**config.mk**
```make
export PLATFORM = sky130hd
export DESIGN_NAME = fifo_sync_param
export DESIGN_NICKNAME = d
export VERILOG_FILES = /design/src/rtl/fifo_sync_param.sv
export SDC_FILE = /design/constraint.sdc
export NUM_CORES = 1
export LEC_CHECK = 0
export CAP_MARGIN = 20
export CORE_MARGIN = 8
export CORE_UTILIZATION = 58
export CTS_CLUSTER_SIZE = 12
export DETAILED_ROUTE_END_ITERATION = 8
export DONT_BUFFER_PORTS = 1
export PLACE_DENSITY = 0.75
export SETUP_SLACK_MARGIN = 0.15
export SYNTH_ARGS = -nofsm -noshare
export SYNTH_HDL_FRONTEND = slang
export SYNTH_SLANG_ARGS = --single-unit
```
**constraint.sdc**
```tcl
create_clock -name clk -period 9.5 [get_ports clk]
set_input_delay 1.9 -clock clk [delete_from_list [all_inputs] [get_ports clk]]
set_output_delay 1.9 -clock clk [all_outputs]
set_load 0.01 [all_outputs]
```
**src/rtl/fifo_sync_param.sv**
```systemverilog
// Parametrised single-clock FIFO with registered or first-word-fall-through read,
// almost-full/almost-empty flags, occupancy count, error pulses and synchronous flush.
module fifo_sync_param #(
  parameter int DATA_WIDTH = 16,
  parameter int DEPTH      = 8,
  parameter int AF_THRESH  = DEPTH - 2,
  parameter int AE_THRESH  = 1,
  parameter int FWFT       = 0
) (
  input  logic                    clk,
  input  logic                    rst,
  input  logic                    flush,
  input  logic                    write,
  input  logic [DATA_WIDTH-1:0]   data_in,
  input  logic                    read,
  output logic [DATA_WIDTH-1:0]   data_out,
  output logic                    full,
  output logic                    empty,
  output logic                    almost_full,
  output logic                    almost_empty,
  output logic [$clog2(DEPTH):0]  count,
  output logic                    overflow,
  output logic                    underflow
);

  localparam int AW = $clog2(DEPTH);
  localparam logic [AW:0] DEPTH_C = (AW+1)'(DEPTH);
  localparam logic [AW:0] AF_C    = (AW+1)'(AF_THRESH);
  localparam logic [AW:0] AE_C    = (AW+1)'(AE_THRESH);

  logic [DATA_WIDTH-1:0] mem_q [DEPTH];
  logic [AW-1:0]         wrPtr_q, wrPtr_d;
  logic [AW-1:0]         rdPtr_q, rdPtr_d;
  logic [AW:0]           count_q, count_d;
  logic                  overflow_q, overflow_d;
  logic                  underflow_q, underflow_d;
  logic                  rdOk, wrOk;

  // Flags come straight from the registered count, so full and empty are never ambiguous.
  assign full         = (count_q == DEPTH_C);
  assign empty        = (count_q == '0);
  assign almost_full  = (count_q >= AF_C);
  assign almost_empty = (count_q <= AE_C);
  assign count        = count_q;
  assign overflow     = overflow_q;
  assign underflow    = underflow_q;

  assign rdOk = read & ~empty;
  assign wrOk = write & (~full | read);

  always_comb begin
    wrPtr_d     = wrPtr_q;
    rdPtr_d     = rdPtr_q;
    count_d     = count_q;
    overflow_d  = write & ~wrOk;
    underflow_d = read & ~rdOk;
    if (flush) begin
      wrPtr_d     = '0;
      rdPtr_d     = '0;
      count_d     = '0;
      overflow_d  = 1'b0;
      underflow_d = 1'b0;
    end else begin
      if (wrOk) wrPtr_d = wrPtr_q + 1'b1;
      if (rdOk) rdPtr_d = rdPtr_q + 1'b1;
      case ({wrOk, rdOk})
        2'b10:   count_d = count_q + 1'b1;
        2'b01:   count_d = count_q - 1'b1;
        default: count_d = count_q;
      endcase
    end
  end

  always_ff @(posedge clk or negedge rst) begin
    if (!rst) begin
      wrPtr_q     <= '0;
      rdPtr_q     <= '0;
      count_q     <= '0;
      overflow_q  <= 1'b0;
      underflow_q <= 1'b0;
    end else begin
      wrPtr_q     <= wrPtr_d;
      rdPtr_q     <= rdPtr_d;
      count_q     <= count_d;
      overflow_q  <= overflow_d;
      underflow_q <= underflow_d;
    end
  end

  // Storage has no reset; stale contents are unreachable once the pointers are cleared.
  always_ff @(posedge clk) begin
    if (wrOk && !flush) mem_q[wrPtr_q] <= data_in;
  end

  if (FWFT == 0) begin : gRegRead
    logic [DATA_WIDTH-1:0] dataOut_q;

    always_ff @(posedge clk or negedge rst) begin
      if (!rst)       dataOut_q <= '0;
      else if (flush) dataOut_q <= '0;
      else if (rdOk)  dataOut_q <= mem_q[rdPtr_q];
    end

    assign data_out = dataOut_q;
  end else begin : gFwftRead
    assign data_out = empty ? '0 : mem_q[rdPtr_q];
  end

endmodule

```
==> results.sh <==
export IMPL_cts_tree="done"
export IMPL_clock_root_buffer="clkbuf_8"
export IMPL_dieArea_sq_um=14500
export IMPL_synth_top_family_by_area="multiplexers"
export IMPL_relSlewSlack_pct=35.8
export IMPL_place_gp_congestion=0.825
export IMPL_drive_gt1_share_pct=16.8
export IMPL_synth_edff_count=128
export IMPL_synth_simple_gate_area_share_pct=6.78
export IMPL_n_antenna_cell=0
export IMPL_antenna_found_initial=0
export IMPL_synth_xor_area_share_pct=0.693
export IMPL_grt_pass1_wl_mm=19.3
export IMPL_cts_resized=0
export IMPL_final_setup_skew_ns=0.00591
export IMPL_fillers=736
export IMPL_cts_buffers=17
export IMPL_required_ns=7.60
export IMPL_place_area_sq_um=6430
export IMPL_yosysTopAreaCell="edfxtp_1"
export IMPL_critPathLaunchType="flip-flop"
export IMPL_synth_ff_type="edfxtp_1"
export IMPL_yosys_top_cells_count="edfxtp_1 (128), mux2i_1 (33), nor2_1 (30)"
export IMPL_port_buffers=0
export IMPL_vias_per_cell=6.15
export IMPL_ys_types=45
export IMPL_cts_sink_count=156
export IMPL_drtIter0Drc=347
export IMPL_cp_max_fo=10
export IMPL_row_count=38
export IMPL_dp_hpwl_mm=7.73
export IMPL_firstDrtPassIters=4
export IMPL_coreArea_sq_um=10700
export IMPL_cts_hold_buf=0
export IMPL_track_usage_pct=18.0
export IMPL_setup_violations=0
export IMPL_yosysMostFrequentCell="edfxtp_1"
export IMPL_worstSkewPairLatency_ns=0.52
export IMPL_power_leakage_nw=2.38
export IMPL_io_pins=47
export IMPL_path_clk_slew_ns=0.06
export IMPL_final_cell_area_sq_um=7080
export IMPL_critPathCaptureType="primary output"
export IMPL_postSynthNetCount=408
export IMPL_r2r_slack_ns=6.57
export IMPL_synth_fa_ha_area_share_pct=1.39
export IMPL_finalNetCount=413
export IMPL_p_per_area_nw_per_um2=267
export IMPL_ys_seq_area_share_pct=72.0
export IMPL_fin_setup_tns_ns=0
export IMPL_hold_class="flip-flop to flip-flop"
export IMPL_clockBufferDepth=2
export IMPL_post_cts_setup_buffer_count=0
export IMPL_hold_viol_final=0
export IMPL_placed_cells=506
export IMPL_finalPower_w=0.00189
export IMPL_synthArstFlopShare_pct=17.9
export IMPL_fmax_mhz=248
export IMPL_ant_nets=0
export IMPL_synth_compound_area_share_pct=5.33
export IMPL_drcViolationCount=0
export IMPL_yosys_warnings=0
export IMPL_ys_ff_latch=156
export IMPL_cp_data_arrival_time_ns=2.13
export IMPL_synth_avg_cell_area_sq_um=16.6
export IMPL_syn_inst=380
export IMPL_rsz0062_at_grt="false"
export IMPL_worst_pin_slew_ns=0.963
export IMPL_synthTopCellsByArea="edfxtp_1 (61%), dfrtp_1 (11%), mux4_2 (5.7%), mux2i_1 (5.2%), a211oi_1 (1.8%)"
export IMPL_stdcell_count=538
export IMPL_ir_drop_mv=0.136
export IMPL_htreeDepth=4
export IMPL_period_needed_ns=4.03
export IMPL_syn_area_sq_um=6310
export IMPL_timing_final_crit_share_pct=42.5
export IMPL_final_util_pct=65.9
export IMPL_routed_wirelength_mm=12.5
export IMPL_grt_ovfl_total=0
export IMPL_status="finished clean"
export IMPL_drv_cap=0
export IMPL_die_width_um=120
export IMPL_initial_utilization_pct=58.8
export IMPL_drv_slew=0
export IMPL_path_class="flip-flop to primary output"
export IMPL_netlist_area_leader_share_pct=60.9
export IMPL_vias=3307
export IMPL_grt_max_degree=51
export IMPL_area_delta_synth_final_pct=12.1
export IMPL_wire_per_inst_um=23.2
export IMPL_grt_pass1_vias=3425
export IMPL_post_synth_mux_area_share_pct=11.3
export IMPL_die_height_um=120
[critical path: stages, from the launching register on]
cell,delay [ns]
dfrtp_1,0.51
inv_1,0.20
ha_1,0.23
or3b_1,0.51
inv_1,0.16
[stage by stage]
step / setup WS [ns] / hold slack (ns)
floorplan: 5.04 / 0.539
global placement: 5.83 / 0.589
detailed placement: 5.76 / 0.609
CTS: 5.44 / 0.621
global route: 5.31 / 0.639
finish: 5.47 / 0.615
[metal layers]
layer | wire length, um | track usage, % | up-vias
met2 | 6040 | 27.5 | 148
li1 | - | - | 1486
met5 | 0 | 0 | -
met1 | 5160 | 23.4 | 1658
met3 | 1120 | 5.83 | 15
met4 | 168 | 7.81 | 0
[kinds of logic after synthesis]
group	after synthesis
compound gates	49
simple gates	85
xor+xnor	5
fa+ha+maj	7
buf+inv	27
mux	51
flops	156
[power by group]
| group | switching, W | leakage (nW) | internal [W] |
|---|---|---|---|
| logic | 0.000193 | 0.531 | 0.000122 |
| registers | 0.0000558 | 1.53 | 0.000787 |
| clock network | 0.000258 | 0.315 | 0.000472 |
[final timing paths]
path / from / end / depth (start not counted)
min: data_out[13] / data_out[13] / 2
max: count[1] / empty / 4
min reg2reg: data_out[13] / data_out[13] / 2
max in group asynchronous: rst / data_out[3] / 0
max reg2reg: count[1] / mem_q[0][1] / 7
min in group asynchronous: rst / data_out[11] / 0
[registers in the layout, summed over array words and instances (netlist names)]
signal,cells
mem_q,128
data_out,16
count,4
rdPtr_q,3
wrPtr_q,3
overflow,1
underflow,1
[layout by cell type (no fill, tap or decap), types with 3 or more instances in the layout]
cell type	instances
xor2_1	3
edfxtp_1	128
a211oi_1	15
o22ai_1	17
a21oi_1	4
inv_1	3
nand2_1	8
nor2b_1	5
o21ai_0	6
dfrtp_1	27
clkbuf_16	18
clkbuf_8	3
bufinv_16	4
buf_4	10
nor2_1	30
mux2i_1	33
mux4_2	16
nand2b_1	7
nor3_1	17
ha_1	7
[layout make-up]
| cell class | instances | area (sq um) | share of cell area (%) |
|---|---|---|---|
| clock inverter | 9 | 154 | 2.17 |
| timing repair buffer | 10 | 75.1 | 1.06 |
| inverter | 3 | 11.3 | 0.159 |
| sequential | 156 | 4550 | 64.2 |
| clock buffer | 23 | 499 | 7.05 |
| tap | 140 | 175 | 2.47 |
| multi-input combinational | 197 | 1620 | 22.9 |
(Power assumes the default switching activity.)
